--- src/rtl/wb_commit_queue.sv ---
// Write-back stage: DEPTH-entry in-order commit queue between MEM and the register file.
// Retires one entry per granted cycle, flushes on an excepting head, and forwards buffered results to ID.
module wb_commit_queue #(
  parameter int DEPTH   = 4,
  parameter int NUM_FWD = 2,
  parameter int DATA_W  = 32,
  parameter int WE_W    = 4
) (
  input  logic                      clk,
  input  logic                      resetn,
  input  logic                      flush_in,
  input  logic                      ms_valid,
  output logic                      ws_allowin,
  input  logic [DATA_W-1:0]         ms_pc,
  input  logic [WE_W-1:0]           ms_gr_we,
  input  logic [4:0]                ms_dest,
  input  logic [DATA_W-1:0]         ms_result,
  input  logic                      ms_exc,
  input  logic                      rf_grant,
  output logic [WE_W-1:0]           rf_we,
  output logic [4:0]                rf_waddr,
  output logic [DATA_W-1:0]         rf_wdata,
  output logic                      send_flush,
  output logic [DATA_W-1:0]         flush_pc,
  input  logic [NUM_FWD*5-1:0]      fwd_raddr,
  output logic [NUM_FWD-1:0]        fwd_hit,
  output logic [NUM_FWD*WE_W-1:0]   fwd_we,
  output logic [NUM_FWD*DATA_W-1:0] fwd_data,
  output logic [DATA_W-1:0]         debug_wb_pc,
  output logic [WE_W-1:0]           debug_wb_rf_wen,
  output logic [4:0]                debug_wb_rf_wnum,
  output logic [DATA_W-1:0]         debug_wb_rf_wdata
);

  localparam int PTR_W = $clog2(DEPTH);
  localparam int CNT_W = PTR_W + 1;

  logic [DEPTH-1:0]  ent_valid;
  logic [DEPTH-1:0]  ent_exc;
  logic [DATA_W-1:0] ent_pc     [DEPTH];
  logic [WE_W-1:0]   ent_we     [DEPTH];
  logic [4:0]        ent_dest   [DEPTH];
  logic [DATA_W-1:0] ent_result [DEPTH];

  logic [PTR_W-1:0] head;
  logic [PTR_W-1:0] tail;
  logic [CNT_W-1:0] count;

  logic head_valid;
  logic head_exc;
  logic head_ok;
  logic retire;
  logic flush_exc;
  logic clear;
  logic push;

  assign head_valid = ent_valid[head];
  assign head_exc   = ent_exc[head];
  assign head_ok    = head_valid && !head_exc && !flush_in;
  assign retire     = head_ok && rf_grant;
  assign flush_exc  = head_valid && head_exc && !flush_in;
  assign clear      = flush_in || flush_exc;

  // Handshake: a transfer happens on a rising edge where ms_valid && ws_allowin.
  // ws_allowin depends only on occupancy and flush_in, never on ms_valid, and a
  // full queue refuses even if the head retires in the same cycle.
  assign ws_allowin = (count != CNT_W'(DEPTH)) && !flush_in;
  assign push       = ms_valid && ws_allowin && !flush_exc;

  always_ff @(posedge clk or negedge resetn) begin
    if (!resetn) begin
      head      <= '0;
      tail      <= '0;
      count     <= '0;
      ent_valid <= '0;
      ent_exc   <= '0;
      for (int i = 0; i < DEPTH; i++) begin
        ent_pc[i]     <= '0;
        ent_we[i]     <= '0;
        ent_dest[i]   <= '0;
        ent_result[i] <= '0;
      end
    end else if (clear) begin
      head      <= '0;
      tail      <= '0;
      count     <= '0;
      ent_valid <= '0;
    end else begin
      if (retire) begin
        ent_valid[head] <= 1'b0;
        head            <= head + PTR_W'(1);
      end
      // tail never equals head here while retiring: that would need a full queue, which refuses pushes
      if (push) begin
        ent_valid[tail]  <= 1'b1;
        ent_exc[tail]    <= ms_exc;
        ent_pc[tail]     <= ms_pc;
        ent_we[tail]     <= ms_gr_we;
        ent_dest[tail]   <= ms_dest;
        ent_result[tail] <= ms_result;
        tail             <= tail + PTR_W'(1);
      end
      case ({push, retire})
        2'b10:   count <= count + CNT_W'(1);
        2'b01:   count <= count - CNT_W'(1);
        default: count <= count;
      endcase
    end
  end

  always_comb begin
    rf_we             = '0;
    rf_waddr          = '0;
    rf_wdata          = '0;
    send_flush        = flush_exc;
    flush_pc          = '0;
    debug_wb_pc       = '0;
    debug_wb_rf_wen   = '0;
    debug_wb_rf_wnum  = '0;
    debug_wb_rf_wdata = '0;
    if (head_ok) begin
      rf_waddr = ent_dest[head];
      rf_wdata = ent_result[head];
    end
    if (retire) begin
      rf_we             = ent_we[head];
      debug_wb_pc       = ent_pc[head];
      debug_wb_rf_wen   = ent_we[head];
      debug_wb_rf_wnum  = ent_dest[head];
      debug_wb_rf_wdata = ent_result[head];
    end
    if (flush_exc) begin
      flush_pc = ent_pc[head];
    end
  end

  // Walk oldest to youngest so the last match (closest to tail) wins.
  always_comb begin
    logic [PTR_W-1:0] idx;
    logic [4:0]       ra;
    idx      = '0;
    ra       = '0;
    fwd_hit  = '0;
    fwd_we   = '0;
    fwd_data = '0;
    for (int k = 0; k < NUM_FWD; k++) begin
      ra = fwd_raddr[5*k +: 5];
      for (int i = 0; i < DEPTH; i++) begin
        idx = head + PTR_W'(i);
        if (ent_valid[idx] && !ent_exc[idx] && (|ent_we[idx]) &&
            (ent_dest[idx] == ra) && (ra != 5'd0)) begin
          fwd_hit[k]                 = 1'b1;
          fwd_we[k*WE_W +: WE_W]     = ent_we[idx];
          fwd_data[k*DATA_W +: DATA_W] = ent_result[idx];
        end
      end
    end
  end

endmodule
--- config.mk ---
export PLATFORM = sky130hd
export DESIGN_NAME = wb_commit_queue
export DESIGN_NICKNAME = d
export VERILOG_FILES = /design/src/rtl/wb_commit_queue.sv
export SDC_FILE = /design/constraint.sdc
export NUM_CORES = 1
export LEC_CHECK = 0
export CAP_MARGIN = 10
export CELL_PAD_IN_SITES_DETAIL_PLACEMENT = 1
export CELL_PAD_IN_SITES_GLOBAL_PLACEMENT = 2
export CORE_ASPECT_RATIO = 1.5
export CORE_UTILIZATION = 35
export CTS_BUF_LIST = sky130_fd_sc_hd__clkbuf_8
export CTS_CLUSTER_SIZE = 24
export DETAILED_ROUTE_END_ITERATION = 8
export GPL_TIMING_DRIVEN = 0
export PLACE_DENSITY = 0.79
export SLEW_MARGIN = 0
export SYNTH_ARGS = -nofsm -noshare
export SYNTH_HDL_FRONTEND = slang
export SYNTH_SLANG_ARGS = --single-unit
--- constraint.sdc ---
create_clock -name clk -period 5.3 [get_ports clk]
set_input_delay 1.59 -clock clk [delete_from_list [all_inputs] [get_ports clk]]
set_output_delay 1.59 -clock clk [all_outputs]
set_load 0.02 [all_outputs]
==> results of run 1 <==
registers in the layout (all words and copies together) (netlist names):
| register | flops |
|---|---|
| ent_pc | 128 |
| ent_result | 128 |
| ent_dest | 20 |
| ent_we | 16 |
| ent_exc | 4 |
| ent_valid | 4 |
| count | 3 |
| head | 2 |
| tail | 2 |
area by class of cell:
class	instances	area, sq um
fillers	5746	28660
flip-flops and latches	307	7684
clock buffers	66	908.4
clock inverters	23	214.0
well taps	756	945.9
multi-input cells	1077	12630
plain buffers	144	1124
repair buffers	375	3746
inverters	9	50.05
diodes	4	10.01
synthesized netlist by cell type, types with 5 or more instances:
| cell | number | area, sq um |
|---|---|---|
| ha_1 | 8 | 100.1 |
| nor2b_1 | 40 | 250.2 |
| o21ai_1 | 12 | 60.06 |
| buf_6 | 6 | 67.56 |
| or4_1 | 5 | 37.54 |
| o21ai_0 | 58 | 290.3 |
| nand4_1 | 10 | 62.56 |
| mux4_2 | 187 | 4212 |
| nand2_1 | 95 | 356.6 |
| buf_2 | 13 | 65.06 |
| buf_1 | 13 | 48.80 |
| nor3_1 | 7 | 35.03 |
| a21oi_1 | 7 | 35.03 |
| nand3_1 | 8 | 40.04 |
| o31ai_1 | 36 | 270.3 |
| buf_4 | 9 | 67.56 |
| and2_1 | 104 | 650.6 |
| inv_1 | 8 | 30.03 |
| a221oi_1 | 69 | 604.3 |
| mux4_1 | 12 | 315.3 |
| mux2_2 | 298 | 3356 |
| dfrtp_1 | 307 | 7682 |
| clkbuf_1 | 106 | 397.9 |
| xnor2_1 | 39 | 341.6 |
| nor2_1 | 51 | 191.4 |
| mux2i_1 | 5 | 50.05 |
logic make-up after synthesis:
kind of cell               Yosys count  synth area share [%]
muxes                              502                 39.86
and+or+nand+nor                    333                 8.721
DFF                                307                 38.61
AOI/OAI and AO/OA                  190                 6.690
buffers and inverters              158                 3.622
xor gates and xnor gates            43                 1.893
adders and majority gates            9                0.6036
placed cells by master, fill, tap and decap left out, types with 10 or more instances in the layout:
master / synthesis / final
o21ai_0: 58 / 37
clkbuf_1: 106 / 52
nand2_1: 95 / 92
and2_1: 104 / 104
inv_1: 8 / 17
buf_12: 2 / 22
o31ai_2: 0 / 31
nand4_1: 10 / 10
buf_2: 13 / 14
clkbuf_2: 0 / 17
o21ai_2: 0 / 19
a221oi_4: 0 / 21
nor2_1: 51 / 45
mux4_2: 187 / 187
clkbuf_8: 0 / 71
dlymetal6s2s_1: 0 / 20
nor2b_1: 40 / 40
mux2_2: 298 / 298
buf_6: 6 / 39
dfrtp_1: 307 / 306
buf_4: 9 / 108
o21ai_1: 12 / 14
xnor2_1: 39 / 34
mux4_1: 12 / 12
a221oi_2: 0 / 42
dlygate4sd2_1: 0 / 64
clkdlybuf4s50_1: 0 / 140
clkbuf_4: 0 / 17
layer usage:
layer / wire length, microns / vias to the layer above / global-route usage [%]
li1: - / 6797 / -
met1: 27630 / 8504 / 29.74
met2: 41860 / 568 / 49.76
met3: 3898 / 210 / 4.195
met4: 3770 / 10 / 12.74
met5: 69 / - / 0
final timing paths:
| check | startpoint | slack, ns | depth (start not counted) | to |
|---|---|---|---|---|
| min in group asynchronous | resetn | 0.97 | 1 | ent_pc[69]$_DFFE_PN0P_ |
| max in group asynchronous | resetn | 3.25 | 2 | ent_pc[26]$_DFFE_PN0P_ |
| hold reg to reg | ent_pc[9]$_DFFE_PN0P_ | 0.50 | 1 | ent_pc[9]$_DFFE_PN0P_ |
| hold / removal | ent_pc[9]$_DFFE_PN0P_ | 0.50 | 1 | ent_pc[9]$_DFFE_PN0P_ |
| setup / recovery | head[0]$_DFFE_PN0P_ | -0.43 | 10 | fwd_data[36] |
| setup reg to reg | head[0]$_DFFE_PN0P_ | 1.27 | 10 | ent_result[99]$_DFFE_PN0P_ |
metrics by stage:
step                      instance area (sq um)  worst slack, ns  TNS [ns]  hold slack [ns]  util (%)
after floorplan                           20080         0.002926         0           0.4739         -
after global placement                    24030           -10.44  -3474.07           0.4808     42.94
after detailed placement                  24120           -1.884   -284.36           0.4898     43.10
after CTS                                 26680          -0.4921    -27.38           0.5044     47.67
after global routing                      27310          -0.4975    -31.19           0.5128     48.80
final                                     27310          -0.4263    -22.16           0.5003     48.80
timing repair:
item	CTS	global route
gates resized for setup	747	96
endpoints found under the setup margin	221	142
buffers inserted	45	21
pin swaps	103	29
cloned	3	3
hold buffers	0	0
power by group through the flow:
stage	Clock (uW)	Combinational (uW)	Sequential, uW
detailed placement	0	4160	4380
finish	2340	4520	4370
global placement	0	4010	4220
CTS	2410	4410	4330
floorplan	0	3090	4010
global route	2490	4820	4530
==> run summary, run 1 <==
Worst slew pin tran -> 1.151 ns
Setup ws final -> -0.4263 ns
Sw Ratio -> 35.67%
Worst-path clk slew -> 0.06 ns
Clk pwr share -> 20.8%
First-pass GRT wire length -> 115.5 mm
Synth Flop Type -> dfrtp_1
Routed Antenna Nets -> 0
Worst Path Required -> 3.71 ns
Global-route usage over all layers -> 26.85%
Hold/Removal Path Class -> reg -> reg
Io pins -> 311
VDD IR max -> 304.7 uV
Die height -> 294.0 microns
Max Slew Vio Count -> 0
Buffers and inverters on the worst path -> 5
Register area share after synthesis -> 38.61%
Iter 0 DRT Violations -> 843
TritonRoute pass-1 iters -> 4
Post-Syn Area -> 19900 sq um
Placer Congestion -> 0.8995
Post-synth EDFFs -> 0
CP top delay family -> buffers and inverters
H-tree levels -> 2
CTS tree -> done
Crit path max fanout -> 10
Pint -> 7225 uW
Die Wd -> 196.7 microns
Clk_skew -> 0.04425 ns
Core Footprint -> 55970 sq um
Power Density -> 411.2 nW/um^2
DP Wirelength -> 54.96 mm
Layout cells sized above 1 -> 48.08%
Via density -> 5.827
GRT overflow -> 0
Max Fclk -> 174.6 MHz
Vias -> 16090
Initial antenna violation count -> 9
#FFs+latches synth -> 307
Core Rows -> 106
Max cap viols -> 0
Number of buffers added on ports -> 300
Number of buffers created by CTS -> 50
Starting density of the core -> 35.55%
Psw -> 4006 uW
Clock Tree Buf Depth -> 3
Critical Path Max Stage Delay -> 0.72 ns
Status -> finished, violations left
Synth unique cells -> 44
Failing checks -> setup timing
Fin. Hold Viols -> 0
Syn Area/Cell -> 12.90 sq um
P&R area growth vs syn -> 37.25%
Layout Nets -> 2062
CTS sink count -> 307
Ys async rst share -> 100.0%
Ys Warns -> 0
Setup violations, final -> 73
Mapped Cells -> 1542
Sequential Power Share -> 38.9%
WS Path Type -> reg -> out
RSZ-0062 raised after global routing -> true
Vias in the first global route -> 17860
Drt total wl -> 77.23 mm
Period Utilization, post-route -> 108.0%
Gate power share -> 40.2%
Crit-path cells -> buf_6 > buf_12 > mux4_1 > o41ai_4 > or3_1 > buf_2 > clkbuf_2 > nor2_1 > o31ai_4 > buf_4
CP endpoint kind -> output pin
Wire length per cell -> 27.97 microns
Worst slew margin -> 23.24%
Post-synthesis net count -> 1640
Root Buffer -> clkbuf_8
Post-Place Cells -> 2602
DR DRC count -> 0
LEAKAGE -> 0.01166 uW
CP arrival -> 4.14 ns
Pwr Total -> 11230 uW
Die area -> 57830 sq um
Min cycle time layout -> 5.726 ns
Worst-Skew Late Latency -> 0.64 ns
Fin cells -> 2761
Largest net degree at the start of global routing -> 124
Slowest cell on the critical path -> o41ai_4
Worst setup SP type -> flip-flop
(Power assumes the default switching activity.)
==> inputs of run 2 (changes only) <==
CORE_UTILIZATION = 41   (was 35)
PLACE_DENSITY = 0.88   (was 0.79)
clock period = 7.15 ns   (was 5.3 ns; I/O delays follow)
==> run 2 against run 1 <==
The run now ends clean. Count of clock-buffer cells in the layout is 7 lower. Clock power is 32% lower. Sequential power is 26% lower. Clock skew is 0.0065 ns lower. First-iteration DRC count is 17% higher. Critical path type is now in -> out. Largest cell class unchanged.
==> run summary, run 2 (synthesis results as in run 1) <==
Status -> complete, no violations
First-pass GRT wire length -> 107.3 mm
Die Wd -> 181.9 microns
CP arrival -> 4.89 ns
Root Buffer -> clkbuf_8
WHS Endpoint -> ent_pc[23]$_DFFE_PN0P_
H-tree levels -> 2
Placer Congestion -> 0.9012
Via density -> 6.192
Core Footprint -> 47820 sq um
CTS tree -> done
RSZ-0062 raised after global routing -> false
Crit-path cells -> clkbuf_1 > nor3_1 > nand2_1 > nand2_1 > or3_1 > clkbuf_1 > clkbuf_1 > o21ai_0 > o21ai_1 > clkdlybuf4s15_1
Most frequent cells in the layout -> dfrtp_1, mux2_2, clkdlybuf4s50_1
VDD IR max -> 184.9 uV
Hold Crit Start -> ent_pc[23]$_DFFE_PN0P_
Core Rows -> 98
Worst-path clk slew -> 0.06 ns
Clock Tree Buf Depth -> 3
Drt total wl -> 70.30 mm
Biggest regs -> ent_pc x128, ent_result x128, ent_dest x20
Period Utilization, post-route -> 98.42%
Max Fclk -> 142.1 MHz
Crit path max fanout -> 10
Worst-Skew Late Latency -> 0.61 ns
Max cap viols -> 0
Starting density of the core -> 41.61%
Worst slew pin tran -> 1.106 ns
Largest net degree at the start of global routing -> 96
Layout Nets -> 2007
DR DRC count -> 0
P&R area growth vs syn -> 25.67%
Hold path cells -> 1
Power Density -> 316.4 nW/um^2
Routed Antenna Nets -> 0
CP top delay family -> buffers and inverters
CP endpoint kind -> output pin
LEAKAGE -> 0.01019 uW
Clk_skew -> 0.03773 ns
Post-DP Area -> 23750 sq um
Worst path most repeated cell -> clkbuf_1
Buffers and inverters on the worst path -> 4
Io pins -> 311
Max Slew Vio Count -> 0
Setup violations, final -> 0
Initial antenna violation count -> 6
Pwr Total -> 7912 uW
TritonRoute pass-1 iters -> 5
Flop2flop setup slack -> 3.40 ns
Hold/Removal Path Class -> reg -> reg
Number of buffers created by CTS -> 48
Worst setup SP type -> primary input
GRT overflow -> 0
R2R depth -> 9
Most common cell after layout, fill and taps aside -> dfrtp_1
Critical Path Max Stage Delay -> 0.59 ns
DP Wirelength -> 51.50 mm
Fin area -> 25010 sq um
Global-route usage over all layers -> 28.83%
Vias in the first global route -> 17470
FF-to-FF Start -> head[0]$_DFFE_PN0P_
Number of buffers added on ports -> 300
Vias -> 15780
Min cycle time layout -> 7.037 ns
WS Path Type -> in -> out
Worst Path Required -> 5.01 ns
Worst slew margin -> 26.27%
Finished Core Util -> 52.29%
Layout cells sized above 1 -> 34.72%
Die area -> 49440 sq um
Slowest cell on the critical path -> clkbuf_1
Reg-to-reg critical path endpoint -> ent_pc[126]$_DFFE_PN0P_
CTS sink count -> 307
Die height -> 271.8 microns
Iter 0 DRT Violations -> 983
Fin. Hold Viols -> 0
Wire length per cell -> 27.59 microns
run 2: cell types whose count changed in the layout (fill, tap and decap cells not counted), sizes merged:
cell	delta
buf	-125
bufinv	-1
clkdlybuf4s15	+2
clkdlybuf4s50	+87
clkinv	-1
clkinvlp	-1
diode	-3
dlygate4sd1	+1
dlygate4sd2	-7
dlymetal6s2s	-18
inv	+9
run 2: timing repair:
action	CTS	global route
pin swaps	4	5
resized for setup	135	55
setup endpoints to repair	185	94
hold buffers	0	0
gates cloned	0	0
setup buffers	7	5
run 2: report_power, final:
part / switching [uW] / internal (uW)
sequential: 720 / 2520
clock: 732 / 855
combinational: 1300 / 1780
total: 2750 / 5160
run 2: final cells by class:
type,count,area (sq um)
Timing Repair Buffer,318,3132
Multi-Input combinational cell,1077,11630
Clock buffer,59,812.0
Buffer,148,754.5
Clock inverter,29,202.7
Fill cell,4904,22810
Tap cell,600,750.7
Antenna cell,1,2.502
Inverter,9,38.79
Sequential cell,307,7682
run 2: how the worst max path moves through the flow:
stage / to / slack [ns] / depth (start not counted) / start
after floorplan: fwd_data[35] / 0.89 / 8 / fwd_raddr[5]
after global routing: fwd_data[63] / 0.003 / 15 / head[0]$_DFFE_PN0P_
after CTS: fwd_data[34] / 0.01 / 14 / head[0]$_DFFE_PN0P_
final: fwd_data[6] / 0.11 / 10 / fwd_raddr[0]
after detailed placement: rf_we[0] / -0.78 / 8 / flush_in
after global placement: ent_result[104]$_DFFE_PN0P_ / -9.00 / 1 / resetn
run 2: worst reg2reg max path: cells and delay by family (launching register included):
kind          cells  cell delay [ns]
buf+inv           4             1.92
flops             1             0.42
mux               2             0.84
simple gates      3             0.46
run 2: layer usage:
metal  GRT usage, %  wire (microns)
met5              0              55
met4          15.50            3631
met3          5.335            4384
met2          51.46           37100
met1          32.58           25130
run 2: stage by stage:
stage | setup slack [ns] | instances | TNS, ns | hold WS [ns]
after floorplan | 0.8886 | 1542 | 0 | 0.4739
after global placement | -9.000 | 2442 | -2814.84 | 0.4809
after detailed placement | -0.7786 | 2447 | -66.70 | 0.4884
after CTS | 0.009997 | 2542 | 0 | 0.5026
after global routing | 0.003302 | 2548 | 0 | 0.5149
final | 0.1128 | 2548 | 0 | 0.5014
